===== src/rtl/axis_pkt_rr_arbiter.sv =====
// Packet-granular round-robin arbiter.
// Merges C_NUM_PORTS AXI-Stream packet sources onto one registered output stream.
// A grant is held from the first beat to tlast, so packets never interleave, and the
// starting point of the search rotates past the last served port so sources share fairly.
// A watchdog terminates a granted packet whose source stops supplying beats while the
// output could accept them: an error-flagged tlast beat goes downstream and the source
// gets a one-cycle drop pulse.
module axis_pkt_rr_arbiter #(
  parameter int  C_NUM_PORTS  = 4,
  parameter int  C_DATA_WIDTH = 8,
  parameter int  C_MTY_WIDTH  = 8,
  parameter int  C_TIMEOUT    = 255,
  localparam int C_IDX_BITS   = (C_NUM_PORTS > 1) ? $clog2(C_NUM_PORTS) : 1
) (
  input  logic                              aclk,
  input  logic                              areset,
  input  logic [C_NUM_PORTS-1:0]            s_axis_tvalid,
  input  logic [C_NUM_PORTS*C_DATA_WIDTH-1:0] s_axis_tdata,
  input  logic [C_NUM_PORTS-1:0]            s_axis_tlast,
  input  logic [C_NUM_PORTS*C_MTY_WIDTH-1:0]  s_axis_tuser_mty,
  output logic [C_NUM_PORTS-1:0]            s_axis_tready,
  output logic [C_NUM_PORTS-1:0]            drop_incmpt_pkt,
  output logic                              m_axis_tvalid,
  output logic [C_DATA_WIDTH-1:0]           m_axis_tdata,
  output logic                              m_axis_tlast,
  output logic [C_MTY_WIDTH-1:0]            m_axis_tuser_mty,
  output logic [C_IDX_BITS-1:0]             m_axis_tdest,
  output logic                              m_axis_tuser_err,
  input  logic                              m_axis_tready,
  output logic [15:0]                       abort_cnt
);

  typedef enum logic [1:0] {
    ST_IDLE,
    ST_BUSY,
    ST_ABORT
  } state_t;

  state_t                  state_q, state_d;
  logic [C_IDX_BITS-1:0]   rr_ptr_q, rr_ptr_d;
  logic [C_IDX_BITS-1:0]   grant_idx_q, grant_idx_d;
  logic [15:0]             wd_cnt_q, wd_cnt_d;
  logic [15:0]             abort_cnt_q, abort_cnt_d;

  logic                    m_tvalid_q, m_tvalid_d;
  logic [C_DATA_WIDTH-1:0] m_tdata_q, m_tdata_d;
  logic                    m_tlast_q, m_tlast_d;
  logic [C_MTY_WIDTH-1:0]  m_tmty_q, m_tmty_d;
  logic [C_IDX_BITS-1:0]   m_tdest_q, m_tdest_d;
  logic                    m_terr_q, m_terr_d;

  // Output register can take a new beat this cycle.
  logic                    space;
  // Inputs of the granted port; no other port is ever looked at past arbitration.
  logic                    g_tvalid;
  logic                    g_tlast;
  logic [C_DATA_WIDTH-1:0] g_tdata;
  logic [C_MTY_WIDTH-1:0]  g_tmty;
  // Port after the granted one, wrapping N-1 -> 0; becomes the next search start.
  logic [C_IDX_BITS-1:0]   grant_inc;
  // Result of the round-robin search over the current requests.
  logic                    req_found;
  logic [C_IDX_BITS-1:0]   req_idx;

  assign space     = !m_tvalid_q || m_axis_tready;
  assign g_tvalid  = s_axis_tvalid[grant_idx_q];
  assign g_tlast   = s_axis_tlast[grant_idx_q];
  assign g_tdata   = s_axis_tdata[int'(grant_idx_q) * C_DATA_WIDTH +: C_DATA_WIDTH];
  assign g_tmty    = s_axis_tuser_mty[int'(grant_idx_q) * C_MTY_WIDTH +: C_MTY_WIDTH];
  assign grant_inc = (int'(grant_idx_q) == C_NUM_PORTS - 1) ? '0
                                                            : grant_idx_q + C_IDX_BITS'(1);

  // Round-robin search: first requesting port at rr_ptr, rr_ptr+1, ... modulo N.
  always_comb begin
    int                    cand;
    logic [C_IDX_BITS-1:0] cand_idx;
    req_found = 1'b0;
    req_idx   = rr_ptr_q;
    cand      = 0;
    cand_idx  = '0;
    for (int i = 0; i < C_NUM_PORTS; i++) begin
      cand = int'(rr_ptr_q) + i;
      if (cand >= C_NUM_PORTS) begin
        cand = cand - C_NUM_PORTS;
      end
      cand_idx = C_IDX_BITS'(cand);
      if (!req_found && s_axis_tvalid[cand_idx]) begin
        req_found = 1'b1;
        req_idx   = cand_idx;
      end
    end
  end

  // Next-state logic: arbitration, beat transfer, watchdog and abort handling.
  always_comb begin
    // NOTE: every signal written here gets a default first, so no path can leave one
    // unassigned and infer a latch.
    state_d         = state_q;
    rr_ptr_d        = rr_ptr_q;
    grant_idx_d     = grant_idx_q;
    wd_cnt_d        = wd_cnt_q;
    abort_cnt_d     = abort_cnt_q;
    m_tvalid_d      = m_tvalid_q;
    m_tdata_d       = m_tdata_q;
    m_tlast_d       = m_tlast_q;
    m_tmty_d        = m_tmty_q;
    m_tdest_d       = m_tdest_q;
    m_terr_d        = m_terr_q;
    s_axis_tready   = '0;
    drop_incmpt_pkt = '0;

    // A drained output register goes empty unless a new beat is loaded below.
    if (space) begin
      m_tvalid_d = 1'b0;
    end

    unique case (state_q)
      ST_IDLE: begin
        if (req_found) begin
          grant_idx_d = req_idx;
          state_d     = ST_BUSY;
        end
      end

      ST_BUSY: begin
        s_axis_tready[grant_idx_q] = space;
        if (space) begin
          if (g_tvalid) begin
            m_tvalid_d = 1'b1;
            m_tdata_d  = g_tdata;
            m_tlast_d  = g_tlast;
            m_tmty_d   = g_tmty;
            m_tdest_d  = grant_idx_q;
            m_terr_d   = 1'b0;
            wd_cnt_d   = '0;
            if (g_tlast) begin
              rr_ptr_d = grant_inc;
              state_d  = ST_IDLE;
            end
          end else begin
            // Source starved while the output could accept: count toward the abort.
            // Backpressure (space=0) leaves the count untouched.
            wd_cnt_d = wd_cnt_q + 16'd1;
            if (wd_cnt_q == 16'(C_TIMEOUT - 1)) begin
              state_d = ST_ABORT;
            end
          end
        end
      end

      ST_ABORT: begin
        if (space) begin
          m_tvalid_d                   = 1'b1;
          m_tdata_d                    = '0;
          m_tlast_d                    = 1'b1;
          m_tmty_d                     = '0;
          m_tdest_d                    = grant_idx_q;
          m_terr_d                     = 1'b1;
          drop_incmpt_pkt[grant_idx_q] = 1'b1;
          if (abort_cnt_q != 16'hFFFF) begin
            abort_cnt_d = abort_cnt_q + 16'd1;
          end
          rr_ptr_d = grant_inc;
          wd_cnt_d = '0;
          state_d  = ST_IDLE;
        end
      end

      default: begin
        state_d = ST_IDLE;
      end
    endcase
  end

  // State and output registers with synchronous active-high reset.
  always_ff @(posedge aclk) begin
    // NOTE: non-blocking assignments so every register samples pre-edge values.
    if (areset) begin
      state_q     <= ST_IDLE;
      rr_ptr_q    <= '0;
      grant_idx_q <= '0;
      wd_cnt_q    <= '0;
      abort_cnt_q <= '0;
      m_tvalid_q  <= 1'b0;
      m_tdata_q   <= '0;
      m_tlast_q   <= 1'b0;
      m_tmty_q    <= '0;
      m_tdest_q   <= '0;
      m_terr_q    <= 1'b0;
    end else begin
      state_q     <= state_d;
      rr_ptr_q    <= rr_ptr_d;
      grant_idx_q <= grant_idx_d;
      wd_cnt_q    <= wd_cnt_d;
      abort_cnt_q <= abort_cnt_d;
      m_tvalid_q  <= m_tvalid_d;
      m_tdata_q   <= m_tdata_d;
      m_tlast_q   <= m_tlast_d;
      m_tmty_q    <= m_tmty_d;
      m_tdest_q   <= m_tdest_d;
      m_terr_q    <= m_terr_d;
    end
  end

  assign m_axis_tvalid    = m_tvalid_q;
  assign m_axis_tdata     = m_tdata_q;
  assign m_axis_tlast     = m_tlast_q;
  assign m_axis_tuser_mty = m_tmty_q;
  assign m_axis_tdest     = m_tdest_q;
  assign m_axis_tuser_err = m_terr_q;
  assign abort_cnt        = abort_cnt_q;

endmodule

===== config.mk =====
export PLATFORM = sky130hd
export DESIGN_NAME = axis_pkt_rr_arbiter
export DESIGN_NICKNAME = d
export VERILOG_FILES = /design/src/rtl/axis_pkt_rr_arbiter.sv
export SDC_FILE = /design/constraint.sdc
export NUM_CORES = 1
export LEC_CHECK = 0
export ABC_AREA = 1
export CAP_MARGIN = 20
export CORE_MARGIN = 1.5
export CORE_UTILIZATION = 30
export CTS_CLUSTER_SIZE = 10
export DETAILED_ROUTE_END_ITERATION = 12
export GPL_ROUTABILITY_DRIVEN = 0
export MAX_ROUTING_LAYER = met4
export PLACE_DENSITY = 0.61
export SLEW_MARGIN = 30
export SYNTH_ARGS = -nofsm -noshare
export SYNTH_HDL_FRONTEND = slang
export SYNTH_SLANG_ARGS = --single-unit
export TNS_END_PERCENT = 100

===== constraint.sdc =====
create_clock -name aclk -period 3.92 [get_ports aclk]
set_input_delay 0.588 -clock aclk [delete_from_list [all_inputs] [get_ports aclk]]
set_output_delay 0.588 -clock aclk [all_outputs]
set_load 0.01 [all_outputs]

==> results.sh <==
export IMPL_drt_iter0_markers=217
export IMPL_cts_tree="built"
export IMPL_dieArea_sq_um=13400
export IMPL_net_switching_power_uw=1480
export IMPL_worstSetupEndpointType="output port"
export IMPL_slew_viol_final=0
export IMPL_antenna_cells=0
export IMPL_ys_warnings_count=0
export IMPL_yosys_register_bits=59
export IMPL_grt_pass1_vias=3799
export IMPL_leakage_uw=0.00209
export IMPL_grt_busiest_layer="met2"
export IMPL_rsz0062_at_grt="no"
export IMPL_synth_cell_area_sq_um=3810
export IMPL_grtUsageMet2=0.288
export IMPL_crit_path_frequent_cell="inv_1"
export IMPL_fill_cells=1275
export IMPL_ctsHoldBuffers=0
export IMPL_drc=0
export IMPL_max_freq_mhz=346
export IMPL_clockBufferDepth=2
export IMPL_grt_ovfl_total=0
export IMPL_cp_max_fo=22
export IMPL_syn2layout_area_growth_pct=41.7
export IMPL_worst_pin_slew_ns=0.944
export IMPL_hp_start="m_axis_tuser_mty[7]"
export IMPL_clk_root_buffer_cell="clkbuf_16"
export IMPL_status="finished, final reports clean"
export IMPL_postCtsResizedCells=0
export IMPL_start_util=0.312
export IMPL_slew_headroom=0.370
export IMPL_wl_per_cell_um=13.0
export IMPL_cts_sink_count=59
export IMPL_cp_buffers_inverters=3
export IMPL_synthCells=602
export IMPL_crit_chain="inv_1, ha_1, inv_1, nor2_1, clkdlybuf4s50_1"
export IMPL_tns_ns=0
export IMPL_grt_usage=0.170
export IMPL_cpPeakStageDelay_ns=0.94
export IMPL_nets=797
export IMPL_use_met1=0.209
export IMPL_grtUsageMet3=0.0262
export IMPL_drive_gt1_frac=0.0685
export IMPL_crit_family="flip-flops"
export IMPL_core_rowCount=40
export IMPL_pwr_share_clk=0.241
export IMPL_worst_slack_ns=1.03
export IMPL_powerDensity_nw_per_um2=637
export IMPL_antenna_found_initial=0
export IMPL_path_class="flip-flop to output port"
export IMPL_worstHoldPathCells=2
export IMPL_synth_nets=689
export IMPL_timing_final_crit_share=0.737
export IMPL_dp_hpwl_um=8390
export IMPL_setup_viol=0
export IMPL_post_drt_via_cell_ratio=4.78
export IMPL_rrSetupSlack_ns=1.34
export IMPL_holdCritPathClass="flip-flop to flip-flop"
export IMPL_min_period_ns=2.89
export IMPL_routed_wirelength_um=11500
export IMPL_cts_htree_levels=3
export IMPL_insertion_delay_ns=0.32
export IMPL_clkTransAtPathRegs_ns=0.05
export IMPL_intPower_uw=1960
export IMPL_finClkSkew_ns=0.00708
export IMPL_hold_violations=0
export IMPL_drv_cap=0
export IMPL_avgSynthCellArea_sq_um=6.33
export IMPL_reg2reg_depth=9
export IMPL_required_ns=3.33
export IMPL_swShare=0.430
export IMPL_power_frac_comb=0.508
export IMPL_numCtsBuffers=9
export IMPL_grt_pass1_wl_um=17600
export IMPL_grt_max_degree=42
export IMPL_rr_endpoint="m_axis_tlast"
export IMPL_slowest_stage="dfxtp_1"
export IMPL_postCtsSetupBuffers=0
export IMPL_critPathArrivalTime_ns=2.30
export IMPL_vias=4221
export IMPL_numPortBuffers=119
export IMPL_yosysUniqueCellTypes=42
export IMPL_pre_cts_ws_ns=1.20
export IMPL_die_w_um=116
export IMPL_ios=120
export IMPL_r2r_start="grant_idx_q[1]"
export IMPL_yosysSeqAreaShare=0.310
export IMPL_ir_drop_mv=0.225
export IMPL_worst_hold_path_endpoint="m_axis_tuser_mty[7]"
export IMPL_die_h_um=116
export IMPL_first_pass_iters=5
export IMPL_start_kind="flip-flop"
export IMPL_p_seq_frac=0.250
export IMPL_coreArea_sq_um=12200
export IMPL_drt_antenna_violating_nets=0
[cells by family (layout without fill, tap and decap cells)]
group / count (synthesis) / count (layout) / synth area share
simple gates: 327 / 327 / 0.370
xor+xnor: 5 / 5 / 0.0115
flops: 59 / 59 / 0.310
buf+inv: 77 / 190 / 0.0923
fa+ha+maj: 12 / 12 / 0.0394
compound gates: 122 / 122 / 0.176
[synthesized netlist by cell type, drive strengths merged]
library cell	count	area, sq um
a22oi	1	7.51
o22ai	1	6.26
o221a	1	11.3
nor2	120	468
nand4	7	43.8
xor2	2	17.5
a21oi	55	279
nand3	30	173
nand2	151	609
clkbuf	8	30.0
a211oi	3	32.5
nor3	10	50.1
o21a	3	22.5
dfxtp	59	1180
clkinv	1	5.00
o211a	1	10.0
inv	50	188
a31oi	3	18.8
or2	1	6.26
nor4	1	6.26
nor3b	5	42.5
buf	18	129
and3	2	12.5
ha	12	150
a311oi	1	15.0
xnor2	3	26.3
o21ai	53	269
[cells in the final DEF (no fill, tap or decap), types with 7 or more instances in the layout]
cell type and count:
nor3_1 10, inv_1 47, clkbuf_16 9, nand3_1 27
o21ai_0 49, a21oi_1 54, nand2_1 142, ha_1 12
clkdlybuf4s50_1 119, nor2_1 115, nand4_1 7, dfxtp_1 59
[registers in the layout, summed over array words and instances, names as in the netlist]
register / cells
m_axis_tvalid: 1
wd_cnt_q: 16
m_axis_tdata: 8
grant_idx_q: 2
abort_cnt: 16
m_axis_tuser_mty: 8
rr_ptr_q: 2
m_axis_tdest: 2
state_q: 2
m_axis_tuser_err: 1
m_axis_tlast: 1
[worst max path at each step]
stage,endpoint,cells past startpoint,from
6_report,s_axis_tready[1],5,grant_idx_q[1]
5_1_grt,s_axis_tready[0],5,grant_idx_q[1]
4_1_cts,s_axis_tready[1],5,grant_idx_q[1]
3_5_place_dp,drop_incmpt_pkt[3],6,m_axis_tready
3_3_place_gp,drop_incmpt_pkt[2],6,m_axis_tready
2_1_floorplan,drop_incmpt_pkt[0],6,grant_idx_q[1]
[cell type report]
class                           count  area, sq um  share of cell area
Clock buffer                        9          225              0.0417
Multi-Input combinational cell    466         2280               0.422
Clock inverter                      7         92.6              0.0171
Timing Repair Buffer              123         1220               0.226
Tap cell                          168          210              0.0389
Sequential cell                    59         1180               0.219
Inverter                           51          193              0.0357
[worst reg2reg max path, stage by stage (launching register included)]
cell and delay, ns:
dfxtp_1 0.94, inv_1 0.20, buf_4 0.27, nand3_1 0.16, nand2_4 0.10, nand2_4 0.10
nand2_4 0.14, inv_2 0.33, nor2_1 0.09, a311oi_2 0.18
[per-layer routing]
layer | vias to the layer above | wire length [um]
met5 | - | 0
met4 | 0 | 124
li1 | 2167 | -
met1 | 1911 | 5330
met2 | 132 | 5310
met3 | 11 | 710
[through the flow]
step                      hold WS, ns  cell area, sq um  cells  power [uW]   util
after floorplan                 0.452              3810    602        2100      -
after global placement          0.452              5080    867        2590  0.416
after detailed placement        0.456              5080    867        2630  0.416
after CTS                       0.464              5400    883        3470  0.442
after global routing            0.484              5400    883        3720  0.442
final                           0.462              5400    883        3440  0.442
[power groups by stage]
stage / registers (uW) / logic (uW) / clock network (uW)
after CTS: 863 / 1760 / 850
after global placement: 865 / 1720 / 0
final: 862 / 1750 / 830
after floorplan: 860 / 1240 / 0
after detailed placement: 873 / 1760 / 0
after global routing: 881 / 1950 / 883
Power figures use the tool's default switching activity.
==> RTL change 1: new RTL, same flow settings <==
Set the parameter `C_MTY_WIDTH` to 12 (it was 8).
--- a/src/rtl/axis_pkt_rr_arbiter.sv
+++ b/src/rtl/axis_pkt_rr_arbiter.sv
@@ -8,7 +8,7 @@
 module axis_pkt_rr_arbiter #(
   parameter int  C_NUM_PORTS  = 4,
   parameter int  C_DATA_WIDTH = 8,
-  parameter int  C_MTY_WIDTH  = 8,
+  parameter int  C_MTY_WIDTH  = 12,
   parameter int  C_TIMEOUT    = 255,
   localparam int C_IDX_BITS   = (C_NUM_PORTS > 1) ? $clog2(C_NUM_PORTS) : 1
 ) (
Ports: changed (resized m_axis_tuser_mty and s_axis_tuser_mty); port bits go from 120 to 140. No check against the original RTL was run, so the function may have changed too.
==> RTL change 1 against the unedited design <==
  * Sequential power up 4.9%
  * Power up 7.7%
  * Synthesized area up 9.0%
  * Worst hold slack better by 0.0055 ns
  * Sequential cell count up 4
  * Non-clock buffer count up 22
  * Cell count up 9.9%
  * Design area up 9.2%
  * Routed wire length up 8.6%
  * Critical endpoint is now drop_incmpt_pkt[2]
  * Count of clock-buffer cells in the layout up 3
  * Global-route usage up 0.77 points
  * Utilization down 0.21 points
  * Setup slack better by 0.075 ns
==> RTL change 1: results <==
[placement]
dp_cells = 954
io_buffer_count = 139
dpl.hpwl_mm = 9.28
post_dp_cell_area_sq_mm = 0.00564

[route]
viasPerCell = 4.61
drt-met1-wl_mm = 5.81
top_layer = "met4"
drt_iter0_drc = 221
met3_wirelength_um = 722
routedWlPerCell_um = 12.8
drtPass1Iterations = 4
wl_met2_mm = 5.75

[synthesis]
synth-seq-area-share_pct = 30.4
yosys-top-cells-area = "dfxtp_1 (30%), nor2_1 (15%), nand2_1 (10%)"
synth_nets = 763
async_flop_share_pct = 0
synthTopCellsByCount = "nor2_1 (168), nand2_1 (113), o21ai_0 (66)"
yosysUniqueCellTypes = 41
syn_inst = 660
yosys_warnings = 0

[setup_path]
crit_path_start = "m_axis_tready"
r2r_cells = 12
critPathMaxFanout = 4
cp.arrival_ns = 2.23
crit_end = "drop_incmpt_pkt[2]"
cpMaxStageDelayCell = "clkdlybuf4s50_1"
r2r-start = "grant_idx_q[0]$_SDFFE_PP0P_"
crit_family = "buffers and inverters"
max_stage_delay_ns = 0.54
reg2reg_slack_ns = 1.57

[global_route]
grt_pass1_vias = 4170
grt_start_max_net_pins = 49
grt_pass1_wl_mm = 20.2
grt_usage_pct = 17.8

[layout]
antenna_cells = 0
nFillCells = 1456
stdcell_count = 970
finalNetCount = 892
drive_above_1_share_pct = 7.81

[sta]
hold-worst-slack_ns = 0.468
worst_slew_pin_slew_ns = 0.855
setup_tns_ns = 0
min_period_ns = 2.81
clock-skew-final_ns = 0.00907

[hold_path]
worstHoldStart = "m_axis_tuser_err$_SDFFE_PP0P_"
hold_end = "m_axis_tuser_err$_SDFFE_PP0P_"
hold_class = "reg -> reg"

[cts]
cts_root_buffer = "clkbuf_16"
numCtsBuffers = 9
cts.path.max_buffers = 2
insertion_delay_ns = 0.33
ctsResizeCount = 0
cts_setup_buffers = 0

[run_status]
run_status = "finished clean"

[pwr]
leakage_nw = 2.29
ir_drop_v = 0.000298
p_int_w = 0.00202
==> RTL change 1: cell types whose count changed in the layout (fill, tap and decap cells not counted), moves of 5 or more <==
cell | unedited run | this run
nand2_2 | 5 | 11
a21oi_1 | 54 | 46
nor2_1 | 115 | 168
o21ai_0 | 49 | 66
inv_2 | 3 | 10
o21ai_1 | 3 | 14
nand2_1 | 142 | 113
nand4_1 | 7 | 2
clkdlybuf4s50_1 | 119 | 139
==> RTL change 1: final cells by class <==
cell class	instances	area [sq um]	share of cell area (%)
well taps	176	220	3.73
multi-input cells	513	2500	42.4
clock inverters	4	22.5	0.382
repair buffers	145	1440	24.4
inverters	57	221	3.75
clock buffers	12	236	4.01
flip-flops and latches	63	1260	21.4
==> RTL change 1: power groups by stage <==
stage | sequential [W] | clock (W) | combinational (W)
after floorplan | 0.000944 | 0 | 0.00147
after CTS | 0.000904 | 0.000724 | 0.00213
after global routing | 0.000921 | 0.000748 | 0.00237
after detailed placement | 0.000913 | 0 | 0.00212
final | 0.000904 | 0.000702 | 0.00210
after global placement | 0.000911 | 0 | 0.00212
==> RTL change 1: layer usage <==
layer / global-route usage (%) / vias to the layer above
met4: 3.75 / 0
met2: 28.8 / 133
met5: - / -
met3: 4.67 / 14
li1: - / 2386
met1: 22.4 / 1942
==> RTL change 1: logic make-up (layout without fill, tap and decap cells) <==
logic type,after synthesis,count (layout),synth area share (%)
AO/OA/AOI/OAI,139,139,17.7
flip-flops,63,63,30.4
adder cells (fa/ha/maj),12,12,3.61
AND/OR/NAND/NOR,356,356,37.6
XOR/XNOR,6,6,1.27
buffers and inverters,84,218,9.46
==> RTL change 1: worst min-delay path: stages, from the launching register on <==
cell     delay, ns
dfxtp_1       0.31
nand2_1       0.06
a21oi_1       0.05
==> RTL change 2: new RTL, config.mk and constraints unchanged <==
Without the edit above. `m_tdata_q` no longer has a reset.
--- a/src/rtl/axis_pkt_rr_arbiter.sv
+++ b/src/rtl/axis_pkt_rr_arbiter.sv
@@ -182,7 +182,6 @@
       wd_cnt_q    <= '0;
       abort_cnt_q <= '0;
       m_tvalid_q  <= 1'b0;
-      m_tdata_q   <= '0;
       m_tlast_q   <= 1'b0;
       m_tmty_q    <= '0;
       m_tdest_q   <= '0;
@@ -194,12 +193,15 @@
       wd_cnt_q    <= wd_cnt_d;
       abort_cnt_q <= abort_cnt_d;
       m_tvalid_q  <= m_tvalid_d;
-      m_tdata_q   <= m_tdata_d;
       m_tlast_q   <= m_tlast_d;
       m_tmty_q    <= m_tmty_d;
       m_tdest_q   <= m_tdest_d;
       m_terr_q    <= m_terr_d;
     end
+  end
+
+  always_ff @(posedge aclk) begin
+    m_tdata_q <= m_tdata_d;
   end
 
   assign m_axis_tvalid    = m_tvalid_q;
Formal check against the unedited RTL: differs if areset is asserted again (counterexample within 4 cycles, from zero or initial values and one cycle with areset high); with areset held inactive, the same outputs for 4 cycles.
==> RTL change 2 against the unedited design <==
  * Clock skew decreased by 0.0043 ns
  * Synthesized area up 1.1%
  * Design area up 0.90%
  * Setup slack worse by 0.049 ns
  * Power is 1.8% higher
  * Sequential power grew 2%
  * Critical endpoint is now s_axis_tready[0]
  * Routed wire length increased by 3.6%
  * Clock power fell by 0.7%
  * Combinational power increased by 3%
  * Sequential cell count is the same
  * Highest routed layer unchanged
==> RTL change 2: results <==
[run_status]
run_status = "finished clean"

[synthesis]
synthTopCellsByCount = "nand2_1 (124), nor2_1 (109), a21oi_1 (52)"
yosysTopAreaCellShare_pct = 26.5
synth_nets = 669
synth_top_flop_cell = "dfxtp_1"
async_flop_share_pct = 0
synth-edff-count = 8
ys_ff_latch = 59
yosysUniqueCellTypes = 42
synth-seq-area-share_pct = 32.8
syn_area_per_cell_sq_um = 6.62
yosys-top-cells-area = "dfxtp_1 (27%), nand2_1 (12%), nor2_1 (11%)"

[sta]
clock-skew-final_ns = 0.00279
finalMaxSlewViolations = 0
max_slew_margin_pct = 56.0

[placement]
dpl.hpwl_mm = 8.61
dp_cells = 854
post_dp_cell_area_sq_mm = 0.00514
pre_cts_slack_ns = 1.06
io_buffer_count = 119

[global_route]
grt_usage_pct = 17.9
grt_pass1_vias = 3988
grt_start_max_net_pins = 42
antenna_found_initial = 0
grt_pass1_wl_mm = 18.7

[route]
drt_iter0_drc = 250
viasPerCell = 4.71
route.detailed.drc = 0
antenna_left = 0
drtPass1Iterations = 4
routedWlPerCell_um = 13.7

[setup_path]
crit_family = "buffers and inverters"
cp.arrival_ns = 2.35
cpMaxStageDelayCell = "clkdlybuf4s50_1"
max_stage_delay_ns = 0.55
critPathMaxFanout = 41

[cts]
clk_pin_slew_ns = 0.05
numCtsBuffers = 9
insertion_delay_ns = 0.33
ctsResizeCount = 0
cts_max_level = 3
cts_setup_buffers = 0

[layout]
buf_share_pct = 22.5
finalNetCount = 780
sh_seq_area_pct = 23.1
drive_above_1_share_pct = 7.74
multi_input_area_sq_mm = 0.00224
nNonClkBuffers = 124
stdcell_count = 870
multi_input_cells = 448
clk_share_pct = 5.67
clock_buffers = 10

[pwr]
power.total_w = 0.00350
pwr-share-comb_pct = 51.4
clkPwrFrac_pct = 23.5
ir_drop_v = 0.000251
p_int_w = 0.00202
powerDensity_mw_per_mm2 = 643
leakage_nw = 2.13
==> RTL change 2: changes by cell type in the layout (fill, tap and decap cells not counted), sizes merged, moves of 2 or more <==
cell / before / now
a211oi: 3 / 1
clkinvlp: 3 / 0
dfxtp: 59 / 51
edfxtp: 0 / 8
nand2: 151 / 138
nand3: 30 / 35
nand4: 7 / 5
nor2: 120 / 114
nor3: 10 / 14
nor3b: 5 / 1
o21a: 3 / 1
o21ai: 53 / 50
xnor2: 3 / 7
xor2: 2 / 5
==> RTL change 2: kinds of logic (layout without fill, tap and decap cells) <==
group,Yosys count,in the layout,share of synthesized area [%]
adders and majority gates,12,12,3.90
DFF,59,59,32.8
and+or+nand+nor,309,309,35.3
AOI/OAI and AO/OA,115,115,16.3
buffers and inverters,75,191,9.03
xor gates and xnor gates,12,12,2.73
==> RTL change 2: path summary, 6_finish.rpt <==
path	startpoint	end	slack [ns]	depth (start not counted)
setup / recovery	grant_idx_q[0]$_SDFFE_PP0P_	s_axis_tready[0]	0.98	6
hold / removal	m_axis_tuser_mty[7]$_SDFFE_PP0P_	m_axis_tuser_mty[7]$_SDFFE_PP0P_	0.47	2
setup reg to reg	abort_cnt[0]$_SDFFE_PP0P_	abort_cnt[6]$_SDFFE_PP0P_	1.67	9
hold reg to reg	m_axis_tuser_mty[7]$_SDFFE_PP0P_	m_axis_tuser_mty[7]$_SDFFE_PP0P_	0.47	2
==> RTL change 2: layer usage <==
| metal | vias to the layer above | track usage (%) | part of all wire, % |
|---|---|---|---|
| li1 | 2110 | - | - |
| met1 | 1834 | 20.9 | 45 |
| met2 | 135 | 30.4 | 46 |
| met3 | 22 | 3.94 | 7.6 |
| met4 | 0 | 6.50 | 2.0 |
| met5 | - | - | 0 |
